File: config.mk
export PLATFORM = sky130hd
export DESIGN_NAME = ahb_mst
export DESIGN_NICKNAME = d
export VERILOG_FILES = /design/src/rtl/ahb_fir_pkg.sv /design/src/rtl/ahb_mst.sv
export SDC_FILE = /design/constraint.sdc
export NUM_CORES = 1
export LEC_CHECK = 0
export ABC_AREA = 1
export CAP_MARGIN = 20
export CORE_ASPECT_RATIO = 1.2
export CORE_MARGIN = 2
export CORE_UTILIZATION = 43
export CTS_CLUSTER_SIZE = 16
export DETAILED_ROUTE_END_ITERATION = 8
export PLACE_DENSITY = 0.82
export SYNTH_ARGS = -nofsm -noshare
export SYNTH_HDL_FRONTEND = slang
export SYNTH_SLANG_ARGS = --single-unit
File: constraint.sdc
create_clock -name hclk -period 2.1 [get_ports hclk]
set_input_delay 0.525 -clock hclk [delete_from_list [all_inputs] [get_ports hclk]]
set_output_delay 0.525 -clock hclk [all_outputs]
set_load 0.005 [all_outputs]
File: src/rtl/ahb_fir_pkg.sv
// Shared types and constants for the FIR subsystem AHB-Lite fabric.
package ahb_fir_pkg;

  localparam int AHB_AWIDTH = 32;
  localparam int AHB_DWIDTH = 32;

  // AHB transfer type encoding
  typedef enum logic [1:0] {
    HTRANS_IDLE   = 2'b00,
    HTRANS_BUSY   = 2'b01,
    HTRANS_NONSEQ = 2'b10,
    HTRANS_SEQ    = 2'b11
  } htrans_t;

  // Initiator data-phase tracking
  typedef enum logic [1:0] {
    ST_IDLE       = 2'b00,
    ST_ACTIVE     = 2'b01,
    ST_ERR_CANCEL = 2'b10
  } ahb_mst_state_t;

  // HSIZE encoding for a full-width word of the given data width
  function automatic logic [2:0] hsize_for(input int dwidth);
    return 3'($clog2(dwidth / 8));
  endfunction

  localparam logic [2:0] HSIZE_WORD = hsize_for(AHB_DWIDTH);

endpackage

File: src/rtl/ahb_mst.sv
// AHB-Lite initiator: valid/ready command stream to pipelined single NONSEQ
// word transfers, one in-order response per accepted command.
module ahb_mst
  import ahb_fir_pkg::*;
#(
  parameter int AWIDTH = ahb_fir_pkg::AHB_AWIDTH,
  parameter int DWIDTH = ahb_fir_pkg::AHB_DWIDTH
) (
  input  logic              hclk,
  input  logic              hresetn,
  input  logic              cmd_valid,
  output logic              cmd_ready,
  input  logic              cmd_write,
  input  logic [AWIDTH-1:0] cmd_addr,
  input  logic [DWIDTH-1:0] cmd_wdata,
  output logic              rsp_valid,
  output logic [DWIDTH-1:0] rsp_rdata,
  output logic              rsp_err,
  output logic [AWIDTH-1:0] haddr,
  output logic [1:0]        htrans,
  output logic              hwrite,
  output logic [2:0]        hsize,
  output logic [DWIDTH-1:0] hwdata,
  input  logic [DWIDTH-1:0] hrdata,
  input  logic              hready,
  input  logic              hresp
);

  // Byte-lane bits below the word boundary are dropped from every address
  localparam logic [AWIDTH-1:0] ALIGN_MASK = ~(AWIDTH'(DWIDTH / 8 - 1));
  localparam logic [2:0]        HSIZE_C    = hsize_for(DWIDTH);

  ahb_mst_state_t    state_r;
  htrans_t           htrans_r;
  logic [AWIDTH-1:0] haddr_r;
  logic              hwrite_r;
  logic [DWIDTH-1:0] ap_wdata_r;   // wdata travelling with the address phase (also the held command)
  logic [DWIDTH-1:0] hwdata_r;
  logic              dp_write_r;   // direction of the pending data phase
  logic              rsp_valid_r;
  logic [DWIDTH-1:0] rsp_rdata_r;
  logic              rsp_err_r;

  logic              cmd_ready_s;
  logic              fire_s;
  logic              ap_nonseq_s;

  // Command handshake and address-phase decode
  always_comb begin
    cmd_ready_s = hready & (state_r != ST_ERR_CANCEL);
    fire_s      = cmd_valid & cmd_ready_s;
    ap_nonseq_s = (htrans_r == HTRANS_NONSEQ);
  end

  // Pipeline FSM: address phase, data phase, response and two-cycle ERROR cancel
  always_ff @(posedge hclk) begin
    if (!hresetn) begin
      state_r     <= ST_IDLE;
      htrans_r    <= HTRANS_IDLE;
      haddr_r     <= {AWIDTH{1'b0}};
      hwrite_r    <= 1'b0;
      ap_wdata_r  <= {DWIDTH{1'b0}};
      hwdata_r    <= {DWIDTH{1'b0}};
      dp_write_r  <= 1'b0;
      rsp_valid_r <= 1'b0;
      rsp_rdata_r <= {DWIDTH{1'b0}};
      rsp_err_r   <= 1'b0;
    end else begin
      rsp_valid_r <= 1'b0;
      case (state_r)
        ST_IDLE, ST_ACTIVE: begin
          if (hready) begin
            if (state_r == ST_ACTIVE) begin
              rsp_valid_r <= 1'b1;
              rsp_rdata_r <= dp_write_r ? {DWIDTH{1'b0}} : hrdata;
              rsp_err_r   <= hresp;
            end
            if (ap_nonseq_s) begin
              dp_write_r <= hwrite_r;
              hwdata_r   <= ap_wdata_r;
              state_r    <= ST_ACTIVE;
            end else begin
              state_r    <= ST_IDLE;
            end
            if (fire_s) begin
              haddr_r    <= cmd_addr & ALIGN_MASK;
              hwrite_r   <= cmd_write;
              ap_wdata_r <= cmd_wdata;
              htrans_r   <= HTRANS_NONSEQ;
            end else begin
              htrans_r   <= HTRANS_IDLE;
            end
          end else if ((state_r == ST_ACTIVE) && hresp && ap_nonseq_s) begin
            // First ERROR cycle: cancel the queued transfer, keep it in haddr/hwrite/ap_wdata
            htrans_r <= HTRANS_IDLE;
            state_r  <= ST_ERR_CANCEL;
          end
        end
        ST_ERR_CANCEL: begin
          if (hready) begin
            // Second ERROR cycle: report the error and replay the held command
            rsp_valid_r <= 1'b1;
            rsp_rdata_r <= dp_write_r ? {DWIDTH{1'b0}} : hrdata;
            rsp_err_r   <= hresp;
            htrans_r    <= HTRANS_NONSEQ;
            state_r     <= ST_IDLE;
          end
        end
        default: begin
          htrans_r <= HTRANS_IDLE;
          state_r  <= ST_IDLE;
        end
      endcase
    end
  end

  assign cmd_ready = cmd_ready_s;
  assign rsp_valid = rsp_valid_r;
  assign rsp_rdata = rsp_rdata_r;
  assign rsp_err   = rsp_err_r;
  assign haddr     = haddr_r;
  assign htrans    = htrans_r;
  assign hwrite    = hwrite_r;
  assign hsize     = HSIZE_C;
  assign hwdata    = hwdata_r;

endmodule

==> metrics.txt <==
first-pass GRT wire length 21.6 mm; Mapped Avg Cell Area 7.38 sq um; share of post-route cells with drive strength above 1 9.06%; Die W 104 um; met3 Use GR 6.48%; Final TNS setup 0 ns; Detail Route Antenna Nets 0; leak pwr 3.44 nW; area growth from synthesis to layout 53.4%; Crit Path Class input pin to output port; CP Cell Sequence clkdlybuf4s50_1, inv_1, nor2_1, dlygate4sd2_1; met2 usage 35.5%; Final nets 987; Die Height 124 um; top-area cell type share of the netlist area 52.0%; most used routing layer met2; total number of yosys warnings 0; depth of the most critical reg-to-reg path 10; Critical Path Max Stage Delay 0.48 ns; Inst Count DP 1018; dpl hpwl 8.89 mm; required time worst endpoint 1.57 ns; gpl congestion 0.842; CTS Hold Bufs 0; Rows 43; Ports 207; Clock Pin Slew Worst Setup and Hold Paths 0.05 ns; # diodes 0; TritonCTS clock tree done; Distinct cells, synth 23; clk_lat worst skew 0.41 ns; Critical Path End cmd_ready; Hold Path Class flop to flop; clk_skew 0.00788 ns; CTS Root Cell clkbuf_16; VDD IR max 0.000574 V; initial DRC count 251; flop2flop setup slack 0.34 ns; cts bufs inserted 17; Hold Vio Cnt, Final 0; FF/Latch Area 2660 sq um; final wirelength 13.5 mm; clk buf depth 2; Slew Viols, Final 0; clk sinks 133; met1 Use GR 25.1%; pwr dens 881 nW/um^2; vias 4930; Setup Viol. Count Final 0; EDFF count, synth 0; drc violations 0; reg-to-reg endpoint rsp_rdata[12]$_SDFFE_PN0P_; Non-Filler Instances 1051; final non-filler cell area 7850 sq um; Async SR Flop Fraction 0%; remaining global-route overflow 0; Slowest-stage cell, CP clkdlybuf4s50_1; filler cell count 980; Syn Std Cell Area 5120 sq um; RSZ-0062 raised after global routing false; TritonRoute pass-1 iters 4; most common cell in the netlist nor2_1; Avg WL per Cell 12.8 um; Worst R2R Start state_r[1]$_SDFFE_PN0P_; die area 12800 sq um; port bufs 198; number of global-route vias before repair 4519; area of the multi-input gates 2140 sq um; Final WS setup 0.217 ns; Setup crit end kind output port; synthesized instance count 693; Synth top cells by count 247 x nor2_1, 133 x dfxtp_1, 95 x o21ai_0; largest cells by area after synthesis dfxtp_1 52%, nor2_1 18%, o21ai_0 9.3%, nand2_1 5.5%, nand3_1 3.3%; type of origin of the critical path input pin; Total GRT Usage 20.8%; final core utilization 67.9%; cell taking the most area after synthesis dfxtp_1; Initial Util 44.2%; Via density 4.69; largest net degree at the start of global routing 64; post-route minimum period 1.88 ns; DP Worst Slack -0.0554 ns; Area after DPL 7250 sq um; outcome finished, final reports clean; Yosys reg bits 133; crit path DAT 1.36 ns; max-cap violations 0; crit path launch hready; CP max FO 2; crit share post-route 89.7%; core area 11600 sq um; Fmax 0.531 GHz; Synth Flop Type dfxtp_1; depth of the CTS H-tree 4; initial antenna violation count 0; sequential fraction of the synthesis area 52.0%
-- through the flow --
stage               hold slack, ns  total power [mW]
detailed placement           0.457              4.05
finish                       0.467              6.92
floorplan                    0.450              3.41
global placement             0.450              4.03
global route                 0.499              7.26
CTS                          0.471              6.99
-- power breakdown --
| group | leakage, nW | switching (mW) | total (mW) | internal [mW] |
|---|---|---|---|---|
| Combinational | 2.07 | 0.518 | 1.15 | 0.629 |
| Clock | 0.275 | 1.14 | 2.93 | 1.79 |
| Sequential | 1.09 | 0.105 | 2.85 | 2.74 |
| Total | 3.44 | 1.76 | 6.92 | 5.16 |
-- layer usage --
| layer | vias up | share of wire (%) |
|---|---|---|
| li1 | 2536 | - |
| met1 | 2222 | 44 |
| met2 | 156 | 48 |
| met3 | 16 | 6.2 |
| met4 | 0 | 1.5 |
| met5 | - | 0 |
-- layout make-up --
type / instances / share of cell area (%)
repair buffers: 215 / 27.8
well taps: 157 / 2.50
multi-input cells: 493 / 27.3
inverters: 21 / 1.00
flip-flops and latches: 133 / 33.9
clock inverters: 14 / 1.93
clock buffers: 18 / 5.59
-- critical path: cells and delay by family --
family,cells,cell delay (ns)
buffers and inverters,3,0.77
and+or+nand+nor,1,0.07
-- cells by family (layout without fill, tap and decap cells) --
group / count (synthesis) / count (layout) / synth area share [%]
compound gates: 100 / 100 / 9.78
fa+ha+maj: 4 / 4 / 0.978
buf+inv: 71 / 268 / 6.45
flops: 133 / 133 / 52.0
other cells: 2 / 6 / 0.147
simple gates: 383 / 383 / 30.6
-- sequential cells by signal, summed over array words and instances, names as in the netlist --
name        count
rsp_rdata      32
haddr          30
dp_write_r      1
htrans          1
ap_wdata_r     32
hwdata         32
rsp_valid       1
rsp_err         1
state_r         2
hwrite          1
-- cell usage in the layout, fill, tap and decap left out, types with 2 or more instances in the layout --
master,count
nor2_4,3
clkinvlp_4,5
clkinv_2,2
bufinv_16,2
dfxtp_1,132
inv_1,17
clkdlybuf4s50_1,196
nor2_1,247
nand3_1,34
nand2_2,2
ha_1,3
o21ai_0,95
inv_6,3
clkinv_4,2
nand2_1,75
o21ai_1,4
clkbuf_16,17
buf_4,12
nor2_2,20
conb_1,6
buf_12,6
inv_2,3
-- worst min-delay path by stage --
stage	startpoint	end	cells after the start
floorplan	ap_wdata_r[0]$_SDFFE_PN0P_	hwdata[0]$_SDFFE_PN0P_	2
global placement	rsp_rdata[17]$_SDFFE_PN0P_	rsp_rdata[17]$_SDFFE_PN0P_	2
detailed placement	rsp_rdata[19]$_SDFFE_PN0P_	rsp_rdata[19]$_SDFFE_PN0P_	2
CTS	rsp_rdata[10]$_SDFFE_PN0P_	rsp_rdata[10]$_SDFFE_PN0P_	2
global route	rsp_rdata[10]$_SDFFE_PN0P_	rsp_rdata[10]$_SDFFE_PN0P_	2
finish	rsp_rdata[18]$_SDFFE_PN0P_	rsp_rdata[18]$_SDFFE_PN0P_	2
-- what timing repair did --
| item | CTS | global route |
|---|---|---|
| endpoints found under the setup margin | 1 | 0 |
| gates resized for setup | 3 | 0 |
| buffers inserted | 1 | 0 |
No activity file was read; power rests on OpenSTA's default activity.
